**src/rtl/alu_seq.sv**
```systemverilog
// Clocked ALU with valid/ready handshakes, a persistent carry flag for ADC/SBC chains,
// and iterative (one step per cycle) shift and shift-add multiply.
module alu_seq #(
    parameter int unsigned WIDTH = 8,
    parameter int unsigned SHW   = $clog2(WIDTH)
) (
    input  logic             clk,
    input  logic             rst,
    input  logic             in_valid,
    output logic             in_ready,
    input  logic [WIDTH-1:0] A,
    input  logic [WIDTH-1:0] B,
    input  logic [3:0]       op,
    output logic             out_valid,
    input  logic             out_ready,
    output logic [WIDTH-1:0] result,
    output logic             zero,
    output logic             carry,
    output logic             negative,
    output logic             overflow
);

    localparam int unsigned CW = SHW + 1;
    localparam int unsigned PW = 2 * WIDTH;

    localparam logic [3:0] OP_ADD = 4'h0;
    localparam logic [3:0] OP_SUB = 4'h1;
    localparam logic [3:0] OP_AND = 4'h2;
    localparam logic [3:0] OP_OR  = 4'h3;
    localparam logic [3:0] OP_XOR = 4'h4;
    localparam logic [3:0] OP_NOT = 4'h5;
    localparam logic [3:0] OP_SHL = 4'h6;
    localparam logic [3:0] OP_SHR = 4'h7;
    localparam logic [3:0] OP_ADC = 4'h8;
    localparam logic [3:0] OP_SBC = 4'h9;
    localparam logic [3:0] OP_MUL = 4'hA;

    typedef enum logic [1:0] {
        S_IDLE = 2'd0,
        S_BUSY = 2'd1,
        S_DONE = 2'd2
    } state_t;

    state_t           state_q, state_d;
    logic [WIDTH-1:0] work_q, work_d;
    logic [PW-1:0]    mcand_q, mcand_d;
    logic [PW-1:0]    acc_q, acc_d;
    logic [CW-1:0]    cnt_q, cnt_d;
    logic             is_shl_q, is_shl_d;
    logic             is_mul_q, is_mul_d;
    logic [WIDTH-1:0] result_d;
    logic             carry_d, overflow_d, zero_d, negative_d, out_valid_d;

    logic             accept_c;
    logic             sub_c, cin_c, multi_c;
    logic [WIDTH-1:0] bop_c;
    logic [WIDTH:0]   sum_c;
    logic [SHW-1:0]   k_c;
    logic [WIDTH-1:0] q_res_c;
    logic             q_carry_c, q_ovf_c;
    logic [PW-1:0]    acc_step_c;
    logic [WIDTH-1:0] work_step_c;
    logic             shout_c;

    // Held low through the reset cycle so nothing is accepted while state is being cleared.
    assign in_ready = !rst && ((state_q == S_IDLE) || ((state_q == S_DONE) && out_ready));
    assign accept_c = in_valid && in_ready;
    assign k_c      = B[SHW-1:0];
    assign multi_c  = (op == OP_MUL) || (((op == OP_SHL) || (op == OP_SHR)) && (k_c != '0));

    // Shared adder for ADD/SUB/ADC/SBC.
    always_comb begin
        sub_c = (op == OP_SUB) || (op == OP_SBC);
        bop_c = sub_c ? ~B : B;
        case (op)
            OP_SUB:         cin_c = 1'b1;
            OP_ADC, OP_SBC: cin_c = carry;
            default:        cin_c = 1'b0;
        endcase
        sum_c = {1'b0, A} + {1'b0, bop_c} + (WIDTH+1)'(cin_c);
    end

    // Single-cycle results; reserved ops fall through to zero with all flags clear.
    always_comb begin
        q_res_c   = '0;
        q_carry_c = 1'b0;
        q_ovf_c   = 1'b0;
        case (op)
            OP_ADD, OP_SUB, OP_ADC, OP_SBC: begin
                q_res_c   = sum_c[WIDTH-1:0];
                q_carry_c = sum_c[WIDTH];
                q_ovf_c   = (A[WIDTH-1] == bop_c[WIDTH-1]) && (sum_c[WIDTH-1] != A[WIDTH-1]);
            end
            OP_AND:         q_res_c = A & B;
            OP_OR:          q_res_c = A | B;
            OP_XOR:         q_res_c = A ^ B;
            OP_NOT:         q_res_c = ~A;
            OP_SHL, OP_SHR: q_res_c = A;
            default:        ;
        endcase
    end

    // One iteration: shift-add for MUL (work holds the multiplier), one-bit shift otherwise.
    always_comb begin
        acc_step_c  = work_q[0] ? (acc_q + mcand_q) : acc_q;
        work_step_c = is_shl_q ? {work_q[WIDTH-2:0], 1'b0} : {1'b0, work_q[WIDTH-1:1]};
        shout_c     = is_shl_q ? work_q[WIDTH-1] : work_q[0];
    end

    always_comb begin
        state_d     = state_q;
        work_d      = work_q;
        mcand_d     = mcand_q;
        acc_d       = acc_q;
        cnt_d       = cnt_q;
        is_shl_d    = is_shl_q;
        is_mul_d    = is_mul_q;
        result_d    = result;
        carry_d     = carry;
        overflow_d  = overflow;
        zero_d      = zero;
        negative_d  = negative;

        case (state_q)
            S_IDLE: ;
            S_BUSY: begin
                work_d  = work_step_c;
                mcand_d = mcand_q << 1;
                acc_d   = acc_step_c;
                cnt_d   = cnt_q - CW'(1);
                if (cnt_q == CW'(1)) begin
                    state_d    = S_DONE;
                    overflow_d = 1'b0;
                    if (is_mul_q) begin
                        result_d = acc_step_c[WIDTH-1:0];
                        carry_d  = |acc_step_c[PW-1:WIDTH];
                    end else begin
                        result_d = work_step_c;
                        carry_d  = shout_c;
                    end
                    zero_d     = (result_d == '0);
                    negative_d = result_d[WIDTH-1];
                end
            end
            S_DONE: begin
                if (out_ready) state_d = S_IDLE;
            end
            default: state_d = S_IDLE;
        endcase

        // A new op may be accepted from IDLE or in the same cycle DONE is consumed.
        if (accept_c) begin
            is_shl_d = (op == OP_SHL);
            is_mul_d = (op == OP_MUL);
            mcand_d  = PW'(A);
            acc_d    = '0;
            work_d   = (op == OP_MUL) ? B : A;
            cnt_d    = (op == OP_MUL) ? CW'(WIDTH) : CW'(k_c);
            if (multi_c) begin
                state_d = S_BUSY;
            end else begin
                state_d    = S_DONE;
                result_d   = q_res_c;
                carry_d    = q_carry_c;
                overflow_d = q_ovf_c;
                zero_d     = (q_res_c == '0);
                negative_d = q_res_c[WIDTH-1];
            end
        end

        out_valid_d = (state_d == S_DONE);
    end

    always_ff @(posedge clk) begin
        if (rst) begin
            state_q   <= S_IDLE;
            work_q    <= '0;
            mcand_q   <= '0;
            acc_q     <= '0;
            cnt_q     <= '0;
            is_shl_q  <= 1'b0;
            is_mul_q  <= 1'b0;
            result    <= '0;
            carry     <= 1'b0;
            overflow  <= 1'b0;
            zero      <= 1'b0;
            negative  <= 1'b0;
            out_valid <= 1'b0;
        end else begin
            state_q   <= state_d;
            work_q    <= work_d;
            mcand_q   <= mcand_d;
            acc_q     <= acc_d;
            cnt_q     <= cnt_d;
            is_shl_q  <= is_shl_d;
            is_mul_q  <= is_mul_d;
            result    <= result_d;
            carry     <= carry_d;
            overflow  <= overflow_d;
            zero      <= zero_d;
            negative  <= negative_d;
            out_valid <= out_valid_d;
        end
    end

endmodule

```
**config.mk**
```make
export PLATFORM = sky130hd
export DESIGN_NAME = alu_seq
export DESIGN_NICKNAME = d
export VERILOG_FILES = /design/src/rtl/alu_seq.sv
export SDC_FILE = /design/constraint.sdc
export NUM_CORES = 1
export LEC_CHECK = 0
export CAP_MARGIN = 20
export CORE_ASPECT_RATIO = 0.8
export CORE_MARGIN = 2
export CORE_UTILIZATION = 54
export CTS_CLUSTER_SIZE = 20
export DETAILED_ROUTE_END_ITERATION = 10
export GPL_ROUTABILITY_DRIVEN = 0
export HOLD_SLACK_MARGIN = 0.15
export PLACE_DENSITY = 0.78
export SLEW_MARGIN = 25
export SYNTH_ARGS = -nofsm -noshare
export SYNTH_HDL_FRONTEND = slang
export SYNTH_SLANG_ARGS = --single-unit
```
**constraint.sdc**
```tcl
create_clock -name clk -period 3.8 [get_ports clk]
set_clock_uncertainty 0.05 [all_clocks]
set_input_delay 0.57 -clock clk [delete_from_list [all_inputs] [get_ports clk]]
set_output_delay 0.57 -clock clk [all_outputs]
set_load 0.02 [all_outputs]
```
---- After elaboration in Yosys (flattened, before gate mapping) ----
Cells that the tools add are included.
cells by class
  $add $sub $neg .......................... 4
  multiply operators ...................... 0
  div/mod/pow operators ................... 0
  magnitude comparators ................... 0
  eq/ne operators ......................... 16
  shift operators ......................... 0
  muxes and demuxes ....................... 45
  bitwise operators ....................... 5
  reduce and logical (&&, ||, !) cells .... 21
operator list
  operator              number
  $mux W8               14
  $pmux W8 S6           1
  $mux W1               20
  $add A16 B16 Y16      1
  $eq A4 B3 Y1 const B  4
  $logic_not A8 Y1      2
  $mux W16              1
  $not A8 Y8            2
  $eq A4 B4 Y1 const B  3
  $mux W4               3
  $add A8 B8 Y9         1
  $add A9 B1 Y9         1
  $and A8 B8 Y8         1
  $eq A4 B1 Y1 const B  2
  $eq A4 B2 Y1 const B  2
  $mux W2               4
  $or A8 B8 Y8          1
  $reduce_or A8 Y1      1
  $xor A8 B8 Y8         1
  $pmux W2 S3           1
  $reduce_or A2 Y1      3
  $logic_and A1 B1 Y1   5
  $eq A2 B2 Y1 const B  2
  $logic_not A4 Y1      1
  other kinds (11)      14
storage, ports and cells
  flip-flop bits (word level) ............. 61
  latch bits .............................. 0
  memory bits (writable) .................. 0
  bits in read-only memories .............. 0
  input port bits ......................... 24
  output and inout bits ................... 14
  logic and storage cells ................. 105
  memories ................................ 0

---- Depth between registers and ports, before layout ----
  depth in word-level cells ............... 10
  depth in mapped cells ................... 15
  mapped depth without buffers ............ 13

---- Worst setup path after synthesis ----
Ideal clock, no wire load.
  path type ............................... input to register
  start point ............................. input op[0]
  end point ............................... register zero
  setup time .............................. 0.117 ns
  data arrival time ....................... 3.866 ns
  data required time ...................... 3.633 ns
  slack ................................... -0.233 ns
  cell stages on the path ................. 15
  path buffers ............................ 3
  path through ............................ clkbuf_1 buf_1 and2_1 clkbuf_1 xnor2_1 fa_1 fa_1 a21o_1 a21oi_1 o21bai_1 a21oi_1 xnor2_1 a21oi_1 a41o_1 and4b_1
between the ends
  longest elaborated chain between the ends .. 9
  elaborated cells between the ends (all ways) .. 26
  classes of those cells .................. add/sub (2); eq/ne (10); mux (5); reduce/logical (9)
RTL lines
  item                                          line        text
  start, declared                               13          input logic [3:0] op,
  $eq A4 B1 Y1 or $eq A4 B4 Y1 (tied branches)  73, 75, 88
  $logic_or A1 B1 Y1                            73          sub_c = (op == OP_SUB) || (op == OP_SBC);
  $mux W8                                       74          bop_c = sub_c ? ~B : B;
  $add A8 B8 Y9                                 80          sum_c = {1'b0, A} + {1'b0, bop_c} + (WIDTH+1)'(cin_c);
  $add A9 B1 Y9                                 80
  $pmux W8 S6                                   88          case (op)
  $logic_not A8 Y1                              166         zero_d = (q_res_c == '0);
  $mux W1 (*)                                   159         if (multi_c) begin
  $mux W1 (*)                                   152         if (accept_c) begin
  end signal, assigned                          200         zero <= zero_d;
  end, declared                                 17          output logic zero,
Mark *: on every way between the ends. The rest lies on a longest branch, timed or not.
A chain may end at the register's enable or synchronous reset.

---- Worst setup path in the final report ----
  start point ............................. input op[1]
  end point ............................... register zero
The elaborated chain is that of the path after synthesis.

==> results.cfg <==
[run_status]
status = finished, final reports clean

[synthesis]
ys_warn_count = 0
syn_avg_cell_area_um2 = 7.41
synth.area.mux_share_pct = 4.42
synth_edf_count = 0
ys.flop_type = dfxtp_1
synth-adder-area-share_pct = 11.9
synthArstFlopShare_pct = 0
synthTopCellsByArea = dfxtp_1 26%, ha_1 11%, nand2_1 8.1%
synth_seq_area_share_pct = 25.8
synth_top_area_share_pct = 25.8
synth.distinct_cells = 60
ys_ff_latch = 61
synth-simple-area-share_pct = 20.6
synth_compound_area_share_pct = 26.4
syn-instance-count = 638
synthesis.area_mm2 = 0.00472
yosys.area_share.xor_xnor_pct = 5.16
synthesis.nets = 705
synth_top_area_cell = dfxtp_1
synth_top_family_by_area = compound AO/OA/AOI/OAI gates

[clock_network]
tritoncts = yes
clk_pin_slew_ps = 70
cts_resized = 0
htreeDepth = 3
cts.sink_count = 61
clkLatencyLatePin_ps = 350
cts_hold_buf = 0
clk_path_buf_depth = 2
clock-root-buffer = clkbuf_8
cts_inserted_buffers = 9
cts_setup_buffers = 0

[setup_path]
critPathLaunchType = input pin
path_depth = 14
path_class = in2reg
crit_chain = clkdlybuf4s50_1, nor2_1, and2_1, xnor2_1, fa_1, fa_1, a21o_1, a21oi_1, o21bai_1, a21oi_1, xnor2_1, a21oi_1, a41o_1, and4b_1
critical_path.max_fanout = 2
cp_common_cell = a21oi_1
r2r_slack_ps = 810
critical_path.top_delay_family = compound AO/OA/AOI/OAI gates
r2r_end = zero
critPathArrivalTime_ps = 3710
crit_slowest_cell = clkdlybuf4s50_1
critPathLaunch = op[1]
cp_slowest_stage_delay_ps = 480
crit_end = zero
r2r-start = mcand_q[0]
cp-end-kind = flip-flop
ff2ff_path_depth = 10
cp_num_buf_inv = 1
required_ps = 4000

[detailed_routing]
wl_per_cell_um = 17.0
wl_met2_um = 5670
vias = 4876
drc = 0
wl_um = 13400
drtPass1Iterations = 5
dr_wl_met3_um = 1180
antenna_left = 0
vias_per_cell = 6.16
top_layer = met4
drt_iter0_drc = 387
wl_met1_um = 6340

[placed_design]
hpwl_um = 10300
post_dp_cell_area_mm2 = 0.00529
dp.cells = 776
io_buffers = 37

[timing]
hold_viol_final = 0
period_share_pct = 92.4
maxSlewViolCount = 0
fin_hold_ws_ps = 424
worst_pin_slew_ps = 831
setup_viol = 0
max_freq_mhz = 285
maxSlewHeadroom_pct = 44.4
rsz0062_at_grt = no
fin_setup_tns_ps = 0
min_period_ps = 3510

[layout]
drive_gt1_share_pct = 8.38
ff_latch_area_mm2 = 0.00122
layoutNonFillerInstCount = 792
multi_input_area_mm2 = 0.00323
num_antenna_cells = 0
final_util_pct = 64.6
num-fill-cells = 757
area_delta_synth_final_pct = 15.9
final_nets = 742
final_cell_area_mm2 = 0.00548

[global_routing]
grt_pass1_vias = 4482
grt_overflow = 0
grt_pass1_wl_um = 22100
grt_use_total_pct = 29.7
antenna_found_initial = 0
grt_start_max_net_pins = 38

[floorplan]
core-area_mm2 = 0.00848
num_rows = 30
io_pins = 38
dieWidth_um = 109
initial_utilization_pct = 55.7
dieArea_mm2 = 0.00952
die_h_um = 87.7

[worst_hold_path]
hp-class = reg2reg

[power]
p_leak_nw = 2.15
ir_drop_mv = 0.283
p_per_area_mw_per_mm2 = 311

[job]
drv_cap = 0
[sequential cells by signal, indices dropped and copies added, names as in the netlist]
name,cells
acc_q,16
carry,1
cnt_q,4
is_mul_q,1
is_shl_q,1
mcand_q,16
negative,1
out_valid,1
overflow,1
result,8
state_q,2
work_q,8
zero,1
[area by class of cell]
type	instances	share of cell area, %
clock inverters	5	0.914
multi-input cells	507	59.1
repair buffers	63	10.3
inverters	33	2.26
clock buffers	11	2.58
flip-flops and latches	61	22.3
well taps	112	2.56
[cells in the final DEF (no fill, tap or decap), types with 4 or more instances in the layout]
master / instances
a211oi_1: 25
a21o_1: 5
a21oi_1: 75
a221oi_1: 5
a22oi_1: 11
a31oi_1: 5
and3_1: 8
buf_4: 26
clkbuf_8: 10
clkdlybuf4s50_1: 37
clkinv_2: 4
dfxtp_1: 61
ha_1: 40
inv_1: 31
mux2_2: 7
mux2i_1: 13
nand2_1: 102
nand2b_1: 4
nand3_1: 11
nor2_1: 56
nor2b_1: 6
nor3_1: 11
o211ai_1: 6
o21ai_0: 37
or2_2: 4
xnor2_1: 21
xor2_1: 5
[cell usage after synthesis (3+ instances only)]
cell / number
a21o_1: 5
a22oi_1: 11
a31oi_1: 5
nor2_1: 56
nor2b_1: 6
o211ai_1: 6
and2_1: 3
clkbuf_1: 31
dfxtp_1: 61
a22o_1: 3
mux2_2: 7
ha_1: 40
xnor2_1: 21
or2_2: 4
a311oi_1: 3
mux2i_1: 13
nand3_1: 11
xor2_1: 5
and3_1: 8
a21oi_1: 75
buf_1: 3
nand2_1: 102
inv_1: 31
nor3_1: 11
nand2b_1: 4
o21ai_0: 37
nor3b_1: 3
fa_1: 3
a221oi_1: 5
a211oi_1: 25
[worst register-to-register path, cell delays in order, from the launching register on]
cell,delay [ps]
dfxtp_1,360
ha_1,200
inv_1,60
fa_1,440
xnor2_1,180
a211oi_1,370
a21oi_1,140
or4_1,460
nor4b_1,310
a221o_1,180
and4b_1,190
[routing by layer]
layer,GRT usage [%],vias to the layer above
met5,0,-
met4,8.39,0
met3,7.44,35
met2,45.0,212
met1,41.9,2282
li1,-,2347
[metrics by stage]
step	power, mW	worst slack (ps)
finish	1.70	287
global route	1.78	133
CTS	1.70	307
detailed placement	1.13	-33.3
global placement	1.11	84.1
floorplan	0.973	51.8
[report_power, final]
part | total (mW) | switching (mW) | internal (mW)
Clock | 0.578 | 0.262 | 0.316
Sequential | 0.693 | 0.0251 | 0.668
Combinational | 0.430 | 0.247 | 0.183
[how the worst min path moves through the flow]
stage                     start           to  cells after the start  slack [ps]
global placement       acc_q[0]     acc_q[0]                      2         410
finish              mcand_q[11]  mcand_q[12]                      2         420
global route        mcand_q[11]  mcand_q[12]                      2         440
floorplan              acc_q[2]     acc_q[2]                      2         400
detailed placement  mcand_q[11]  mcand_q[12]                      2         420
CTS                    acc_q[2]     acc_q[2]                      2         430
[cells by family (layout without fill, tap and decap cells)]
| kind of cell | Yosys count | after routing |
|---|---|---|
| AOI/OAI and AO/OA | 198 | 198 |
| xor gates and xnor gates | 27 | 27 |
| adders and majority gates | 43 | 43 |
| buffers and inverters | 70 | 112 |
| DFF | 61 | 61 |
| muxes | 20 | 20 |
| and+or+nand+nor | 219 | 219 |
No activity file was read; power rests on OpenSTA's default activity.
